$ cat config.mk
export PLATFORM = sky130hd
export DESIGN_NAME = fetch_ctrl_flat
export DESIGN_NICKNAME = d
export VERILOG_FILES = /design/src/rtl/fetch_ctrl_if.sv /design/src/rtl/fetch_ctrl.sv /design/src/flat_wrapper.sv
export SDC_FILE = /design/constraint.sdc
export NUM_CORES = 1
export LEC_CHECK = 0
export CORE_MARGIN = 3
export CORE_UTILIZATION = 45
export DETAILED_ROUTE_END_ITERATION = 16
export PLACE_DENSITY = 0.82
export SYNTH_ARGS = -nofsm -noshare
export SYNTH_HDL_FRONTEND = slang
export SYNTH_SLANG_ARGS = --single-unit
$ cat constraint.sdc
create_clock -name clk -period 8.8 [get_ports clk]
set_input_delay 1.76 -clock clk [delete_from_list [all_inputs] [get_ports clk]]
set_output_delay 1.76 -clock clk [all_outputs]
set_load 0.01 [all_outputs]
$ cat src/rtl/fetch_ctrl_if.sv
// Fetch sequencer bundle: instruction-memory handshake, stage-3 redirect/stall
// inputs and IF/ID buffer load outputs.
interface fetch_ctrl_if #(parameter int CNT_W = 16);
  logic             imem_req;
  logic             imem_ready;
  logic [31:0]      imem_rdata;
  logic [31:0]      pc;
  logic             br_taken;
  logic [31:0]      br_target;
  logic             mret;
  logic [31:0]      epc;
  logic             trap;
  logic [31:0]      trap_vec;
  logic             dmem_busy;
  logic             ifb_en;
  logic [31:0]      ifb_pc;
  logic [31:0]      ifb_inst;
  logic [1:0]       state;
  logic [CNT_W-1:0] bubble_cnt;

  modport master (
    output imem_req, pc, ifb_en, ifb_pc, ifb_inst, state, bubble_cnt,
    input  imem_ready, imem_rdata, br_taken, br_target, mret, epc,
           trap, trap_vec, dmem_busy
  );

  modport slave (
    input  imem_req, pc, ifb_en, ifb_pc, ifb_inst, state, bubble_cnt,
    output imem_ready, imem_rdata, br_taken, br_target, mret, epc,
           trap, trap_vec, dmem_busy
  );
endinterface

$ cat src/rtl/fetch_ctrl.sv
// Fetch sequencer: owns the PC and imem handshake, feeds the IF/ID buffer with
// instructions or NOP bubbles across redirects and data-memory stalls.
module fetch_ctrl #(
  parameter logic [31:0] RESET_PC = 32'h0000_0000,
  parameter logic [31:0] NOP      = 32'h0000_0013,
  parameter int          CNT_W    = 16
) (
  input  logic clk,
  input  logic rst,
  fetch_ctrl_if.master bus
);
  typedef enum logic [1:0] {RUN = 2'd0, STALL = 2'd1, DRAIN = 2'd2} state_t;

  state_t           st_q, st_d;
  logic [31:0]      pc_q, pc_d, pend_q, pend_d;
  logic [31:0]      hold_q, hold_d, hold_pc_q, hold_pc_d;
  logic             hold_vld_q, hold_vld_d;
  logic [CNT_W-1:0] cnt_q;
  logic             req, en, bubble, redirect;
  logic [31:0]      ipc, iinst, target;

  // trap outranks the stall; mret/branch only act when the pipeline moves
  assign redirect = bus.trap | (~bus.dmem_busy & (bus.mret | bus.br_taken));
  assign target   = bus.trap ? bus.trap_vec : (bus.mret ? bus.epc : bus.br_target);

  always_comb begin
    st_d       = st_q;
    pc_d       = pc_q;
    pend_d     = pend_q;
    hold_d     = hold_q;
    hold_pc_d  = hold_pc_q;
    hold_vld_d = hold_vld_q;
    req        = 1'b0;
    en         = 1'b0;
    bubble     = 1'b0;
    ipc        = pc_q;
    iinst      = NOP;
    case (st_q)
      RUN: begin
        req = 1'b1;
        if (redirect) begin
          en     = 1'b1;
          bubble = 1'b1;
          if (bus.imem_ready) begin
            pc_d = target;
          end else begin
            pend_d = target;
            st_d   = DRAIN;
          end
        end else if (bus.dmem_busy) begin
          bubble = 1'b1;
          if (bus.imem_ready) begin
            hold_d     = bus.imem_rdata;
            hold_pc_d  = pc_q;
            hold_vld_d = 1'b1;
            pc_d       = pc_q + 32'd4;
          end
          st_d = STALL;
        end else begin
          en = 1'b1;
          if (bus.imem_ready) begin
            iinst = bus.imem_rdata;
            pc_d  = pc_q + 32'd4;
          end else begin
            bubble = 1'b1;
          end
        end
      end
      STALL: begin
        req = ~hold_vld_q;
        if (bus.trap) begin
          en         = 1'b1;
          bubble     = 1'b1;
          hold_vld_d = 1'b0;
          if (!hold_vld_q && !bus.imem_ready) begin
            pend_d = bus.trap_vec;
            st_d   = DRAIN;
          end else begin
            pc_d = bus.trap_vec;
            st_d = RUN;
          end
        end else if (bus.dmem_busy) begin
          bubble = 1'b1;
          if (req && bus.imem_ready) begin
            hold_d     = bus.imem_rdata;
            hold_pc_d  = pc_q;
            hold_vld_d = 1'b1;
            pc_d       = pc_q + 32'd4;
          end
        end else begin
          en   = 1'b1;
          st_d = RUN;
          if (hold_vld_q) begin
            iinst      = hold_q;
            ipc        = hold_pc_q;
            hold_vld_d = 1'b0;
          end else if (bus.imem_ready) begin
            iinst = bus.imem_rdata;
            pc_d  = pc_q + 32'd4;
          end else begin
            bubble = 1'b1;
          end
        end
      end
      DRAIN: begin
        req    = 1'b1;
        en     = 1'b1;
        bubble = 1'b1;
        if (bus.trap) pend_d = bus.trap_vec;
        // the stale response is dropped; a coincident trap wins over pend_pc
        if (bus.imem_ready) begin
          pc_d = bus.trap ? bus.trap_vec : pend_q;
          st_d = RUN;
        end
      end
      default: st_d = RUN;
    endcase
  end

  always_ff @(posedge clk or posedge rst) begin
    if (rst) begin
      st_q       <= RUN;
      pc_q       <= RESET_PC;
      pend_q     <= 32'd0;
      hold_q     <= 32'd0;
      hold_pc_q  <= 32'd0;
      hold_vld_q <= 1'b0;
      cnt_q      <= '0;
    end else begin
      st_q       <= st_d;
      pc_q       <= pc_d;
      pend_q     <= pend_d;
      hold_q     <= hold_d;
      hold_pc_q  <= hold_pc_d;
      hold_vld_q <= hold_vld_d;
      if (bubble && (cnt_q != '1)) cnt_q <= cnt_q + 1'b1;
    end
  end

  assign bus.imem_req   = req & ~rst;
  assign bus.ifb_en     = en & ~rst;
  assign bus.ifb_pc     = rst ? 32'd0 : ipc;
  assign bus.ifb_inst   = rst ? NOP : iinst;
  assign bus.pc         = pc_q;
  assign bus.state      = st_q;
  assign bus.bubble_cnt = cnt_q;
endmodule

$ cat src/flat_wrapper.sv
// flat-port wrapper written by rule: the top's interface ports become plain ports
module fetch_ctrl_flat 
#(
  parameter logic [31:0] RESET_PC = 32'h0000_0000,
  parameter logic [31:0] NOP      = 32'h0000_0013,
  parameter int          CNT_W    = 16
)
  (clk, rst, bus_imem_req, bus_pc, bus_ifb_en, bus_ifb_pc, bus_ifb_inst, bus_state, bus_bubble_cnt, bus_imem_ready, bus_imem_rdata, bus_br_taken, bus_br_target, bus_mret, bus_epc, bus_trap, bus_trap_vec, bus_dmem_busy);
  fetch_ctrl_if #(.CNT_W(CNT_W)) bus_i ();
  input  logic clk;
  input  logic rst;
  output wire logic [$bits(bus_i.imem_req)-1:0] bus_imem_req;
  output wire logic [$bits(bus_i.pc)-1:0] bus_pc;
  output wire logic [$bits(bus_i.ifb_en)-1:0] bus_ifb_en;
  output wire logic [$bits(bus_i.ifb_pc)-1:0] bus_ifb_pc;
  output wire logic [$bits(bus_i.ifb_inst)-1:0] bus_ifb_inst;
  output wire logic [$bits(bus_i.state)-1:0] bus_state;
  output wire logic [$bits(bus_i.bubble_cnt)-1:0] bus_bubble_cnt;
  input wire logic [$bits(bus_i.imem_ready)-1:0] bus_imem_ready;
  input wire logic [$bits(bus_i.imem_rdata)-1:0] bus_imem_rdata;
  input wire logic [$bits(bus_i.br_taken)-1:0] bus_br_taken;
  input wire logic [$bits(bus_i.br_target)-1:0] bus_br_target;
  input wire logic [$bits(bus_i.mret)-1:0] bus_mret;
  input wire logic [$bits(bus_i.epc)-1:0] bus_epc;
  input wire logic [$bits(bus_i.trap)-1:0] bus_trap;
  input wire logic [$bits(bus_i.trap_vec)-1:0] bus_trap_vec;
  input wire logic [$bits(bus_i.dmem_busy)-1:0] bus_dmem_busy;
  assign bus_imem_req = bus_i.imem_req;
  assign bus_pc = bus_i.pc;
  assign bus_ifb_en = bus_i.ifb_en;
  assign bus_ifb_pc = bus_i.ifb_pc;
  assign bus_ifb_inst = bus_i.ifb_inst;
  assign bus_state = bus_i.state;
  assign bus_bubble_cnt = bus_i.bubble_cnt;
  assign bus_i.imem_ready = bus_imem_ready;
  assign bus_i.imem_rdata = bus_imem_rdata;
  assign bus_i.br_taken = bus_br_taken;
  assign bus_i.br_target = bus_br_target;
  assign bus_i.mret = bus_mret;
  assign bus_i.epc = bus_epc;
  assign bus_i.trap = bus_trap;
  assign bus_i.trap_vec = bus_trap_vec;
  assign bus_i.dmem_busy = bus_dmem_busy;
  fetch_ctrl #(.RESET_PC(RESET_PC), .NOP(NOP), .CNT_W(CNT_W)) u_core (.clk(clk), .rst(rst), .bus(bus_i));
endmodule
---- Word-level counts from Yosys, hierarchy flattened ----
Cells that the tools add are included.
cells by class
  bitwise gates (word level) .............. 8
  $lt $le $gt $ge ......................... 0
  equality and inequality tests ........... 21
  divide/modulo/power cells ............... 0
  multipliers ............................. 0
  reduce and logical (&&, ||, !) cells .... 14
  add/subtract/negate cells ............... 2
  shifts and indexed selects .............. 0
  mux-type cells .......................... 72
operators by type and width
  kind                     number
  $mux W32                 40
  $pmux W32 S2             3
  $pmux W32 S3             2
  $add A32 B3 Y32 const B  1
  $add A16 B1 Y16 const B  1
  $ne A16 B16 Y1 const B   1
  $ne A2 B2 Y1 const B     8
  $mux W1                  15
  $mux W2                  7
  $ne A3 B3 Y1 const B     4
  $reduce_and A5 Y1        2
  $reduce_and A7 Y1        1
  $ne A2 B1 Y1 const B     3
  $pmux W1 S3              2
  $pmux W2 S3              1
  $reduce_and A6 Y1        1
  $ne A4 B3 Y1 const B     1
  $ne A4 B4 Y1 const B     1
  $pmux W1 S2              2
  $reduce_and A4 Y1        1
  $and A1 B1 Y1            3
  $logic_and A1 B1 Y1      3
  $ne A3 B2 Y1 const B     1
  $not A1 Y1               3
  other kinds (8)          10
word-level totals
  flip-flop bits (word level) ............. 147
  logic and storage cells ................. 124
  memory bits (writable) .................. 0
  latch bits .............................. 0
  memories ................................ 0
  bits in read-only memories .............. 0
  output and inout port bits .............. 116

---- Longest topological paths before layout ----
  depth after elaboration ................. 6
  depth in mapped cells ................... 11

---- Least setup slack after synthesis ----
No wires, ideal clock.
  path kind ............................... input-to-output
  from .................................... in rst
  to ...................................... out bus_ifb_inst[21]
  data required time ...................... 7.040 ns
  slack ................................... 0.668 ns
  arrival ................................. 6.372 ns
  buffers on the path ..................... 3
  cell stages on the path ................. 6
  path through ............................ clkbuf_1 > inv_1 > o21ai_0 > clkbuf_1 > clkbuf_1 > nor2_1
between the ends
  cells in the longest elaborated chain, start to end .. 1
RTL lines
  what         RTL line            source
  from (decl)  flat_wrapper.sv:11  input logic rst;
  $mux W32     fetch_ctrl.sv:143   assign bus.ifb_inst = rst ? NOP : iinst;
  to (decl)    flat_wrapper.sv:16  output wire logic [$bits(bus_i.ifb_inst)-1:0] bus_ifb_inst;
No other way between the ends.

---- Worst setup path after layout ----
  from .................................... in bus_imem_ready
  to ...................................... out bus_ifb_inst[24]
between the ends
  cells in the longest elaborated chain, start to end .. 6
RTL lines
  what              RTL line                            source
  from (decl)       flat_wrapper.sv:19                  input wire logic [$bits(bus_i.imem_ready)-1:0] bus_imem_ready;
  $mux W32 (*)      fetch_ctrl.sv:61, fetch_ctrl.sv:97
  $mux W32          fetch_ctrl.sv:93                    if (hold_vld_q) begin
  $mux W32          fetch_ctrl.sv:82                    end else if (bus.dmem_busy) begin
  $mux W32          fetch_ctrl.sv:71                    if (bus.trap) begin
  $pmux W32 S2 (*)  fetch_ctrl.sv:38                    case (st_q)
  $mux W32 (*)      fetch_ctrl.sv:143
Every way passes the cells marked *; elsewhere a longest branch is shown, timed or not.

==> out/metrics.cfg <==
[outcome]
status = completed

[placement]
place_congestion = 0.942
placed_cells = 1844
dp_hpwl_um = 25100
port-buffer-count = 250

[setup_path]
critPathRequiredTime_ns = 7.04
end_kind = output pin
arrival_ns = 5.08
path_class = in2out
crit_path_start_kind = input pin
cp_max_fo = 29

[floorplan]
io_pins = 251
die_h_um = 164
die_x_um = 164
coreArea_um2 = 24400
num_rows = 57
design.die.area_um2 = 26800
initial_core_util = 0.459

[pwr]
power.internal_uw = 2390
comb_power_share = 0.496
powerDensity_nw_per_um2 = 301
ir_worst_vdd_v = 0.000180
swShare = 0.440
power.switching_uw = 1880
seqPwrFrac = 0.331
power.leakage_uw = 0.00565
clockPowerShare = 0.174

[synth]
yosysMostFrequentCell = nand2_1
yosysWarnings = 0
synth_top_area_frac = 0.329
synth_cell_types = 80
ys.flop_type = dfrtp_1
ys_ff_latch = 147
netlist_top_cells_count = 280 x nand2_1, 147 x dfrtp_1, 112 x o21ai_0
synth_area_leader_cell = dfrtp_1
synth_area_leaders = dfrtp_1 33%, nand2_1 9.4%, mux2_2 8.9%
syn-num-nets = 1520
synth_edf_count = 0
synth_cells = 1379
async_flop_share = 1.00
syn_area_per_cell_um2 = 8.11
synth_area_um2 = 11200
ys_seq_area_frac = 0.329

[routing]
avgRoutedWirePerCell_um = 19.6
drtIter0Drc = 1280
drc = 0
ant_nets = 0
first_pass_iters = 5
dr_total_vias = 11559
routed_via_density = 6.16
routed_wl_um = 36800

[grt]
grt_max_degree = 111
antenna_found_initial = 0
grt_pass1_wl_um = 58200
grt_pass1_vias = 11097
grt.total_usage = 0.270
overflow = 0

[timing]
rsz0062_at_grt = false
layout_worst_path_cycle_share = 0.777
slew_headroom = 0.121
finalHoldViolations = 0
slew_viol_final = 0
fmax_ghz = 0.146
tightest_slew_ns = 1.32
clock-skew-final_ns = 0.00846
setup_violations = 0
fin_tns_setup_ns = 0
period_minus_slack_ns = 6.84

[cells_and_area]
final_cells = 1876
insertedDiodeCount = 0
ff_latch_area_um2 = 3680
multi_input_area_um2 = 6790
layout-drive-gt1-share = 0.109
nNetsFinal = 1680
syn_to_final_growth_pct = 26.8
num-fill-cells = 2180

[clocking]
cts_setup_buffers = 0
cts_resized = 0
htree_num_levels = 4
cts_buffers = 17
clkTransAtPathRegs_ns = 0.06
cts_tree = done
cts.sinks = 147
cts_buffer_depth = 2
hold_buffers = 0
cts-root-buf = clkbuf_16
clk_latency_ns = 0.43

[flow_run]
maxCapViolations = 0

[hold_path]
min_path_type = reg2reg

## cells in the final DEF (no fill, tap or decap), types with 5 or more instances in the layout
cell type / netlist / routed
a211oi_1: 16 / 16
a21boi_0: 6 / 6
a21o_1: 5 / 5
a21oi_1: 99 / 98
a221o_1: 8 / 8
a221oi_1: 10 / 10
a22oi_1: 35 / 35
a311oi_1: 6 / 6
a31oi_1: 10 / 10
and3_1: 8 / 8
and4_1: 7 / 7
buf_4: 24 / 16
clkbuf_16: 0 / 17
clkdlybuf4s50_1: 0 / 248
clkinv_4: 0 / 5
dfrtp_1: 147 / 147
inv_1: 24 / 23
mux2_2: 88 / 88
mux2i_1: 35 / 35
nand2_1: 280 / 280
nand2b_1: 26 / 26
nand3_1: 25 / 24
nand4_1: 18 / 18
nor2_1: 87 / 86
nor3_1: 21 / 20
nor4_1: 8 / 8
o211ai_1: 11 / 11
o21ai_0: 112 / 111
o21ai_1: 5 / 5
o22ai_1: 9 / 9
o31a_1: 5 / 5
o31ai_1: 21 / 21
xnor2_1: 28 / 28
xor2_1: 20 / 20
## power groups by stage
| stage | clock, µW | combinational [µW] | sequential (µW) |
|---|---|---|---|
| after CTS | 750 | 2090 | 1390 |
| after floorplan | 0 | 1510 | 1230 |
| after detailed placement | 0 | 2080 | 1400 |
| after global placement | 0 | 2030 | 1390 |
| after global routing | 779 | 2310 | 1460 |
| final | 741 | 2120 | 1410 |
## worst paths after layout
kind	start	to	slack, ns	depth (start not counted)
worst min register to register	u_core.pend_q[12]$_DFFE_PP0P_	u_core.pend_q[12]$_DFFE_PP0P_	0.48	2
worst min-delay path	u_core.pend_q[12]$_DFFE_PP0P_	u_core.pend_q[12]$_DFFE_PP0P_	0.48	2
worst max-delay path	bus_imem_ready	bus_ifb_inst[24]	1.96	6
max in group asynchronous	rst	u_core.pend_q[3]$_DFFE_PP0P_	5.51	3
worst max register to register	u_core.bus.state[1]$_DFFE_PP0P_	u_core.hold_q[4]$_DFFE_PP0P_	4.97	7
min in group asynchronous	rst	u_core.bus.bubble_cnt[11]$_DFFE_PP0P_	1.90	2
## through the flow
| stage | total power, µW | instance area [µm²] | setup slack [ns] | util | hold slack, ns |
|---|---|---|---|---|---|
| global placement | 3410 | 13600 | 2.17 | 0.557 | 0.455 |
| detailed placement | 3480 | 13600 | 2.08 | 0.557 | 0.465 |
| global route | 4550 | 14200 | 1.78 | 0.581 | 0.500 |
| CTS | 4240 | 14200 | 2.08 | 0.581 | 0.479 |
| floorplan | 2750 | 11200 | 0.668 | - | 0.444 |
| finish | 4270 | 14200 | 1.96 | 0.581 | 0.477 |
## per-layer routing
metal  part of all wire  vias up  GRT usage
met4              0.044        0      0.130
met3              0.094      116     0.0548
met1               0.40     5460      0.351
met2               0.46      716      0.429
met5                  0        -          0
li1                   -     5267          -
## kinds of logic (layout without fill, tap and decap cells)
kind of cell | Yosys count | after routing | share of synthesized area
fa+ha+maj | 6 | 6 | 0.00671
simple gates | 508 | 508 | 0.209
mux | 127 | 127 | 0.124
xor+xnor | 48 | 48 | 0.0376
compound gates | 394 | 394 | 0.226
buf+inv | 149 | 322 | 0.0676
flops | 147 | 147 | 0.329
## flip-flops by register name, summed over array words and instances, names as in the netlist
register               flops
u_core.bus.pc             32
u_core.hold_pc_q          32
u_core.hold_q             32
u_core.pend_q             32
u_core.bus.bubble_cnt     16
u_core.bus.state           2
u_core.hold_vld_q          1
## cell type report
type                    count  share of cell area
flip-flops and latches    147               0.259
repair buffers            265               0.184
inverters                  25             0.00697
clock inverters            13              0.0108
well taps                 324              0.0286
clock buffers              19              0.0312
multi-input cells        1083               0.479
## worst max-delay path, cell delays in order
cell and delay, ns:
clkdlybuf4s50_1 1.08, nand2b_1 0.26, a21oi_2 1.00, a22oi_1 0.26, nor2_1 0.14, clkdlybuf4s50_1 0.56
Note: power is estimated with default switching activity, not from simulation.
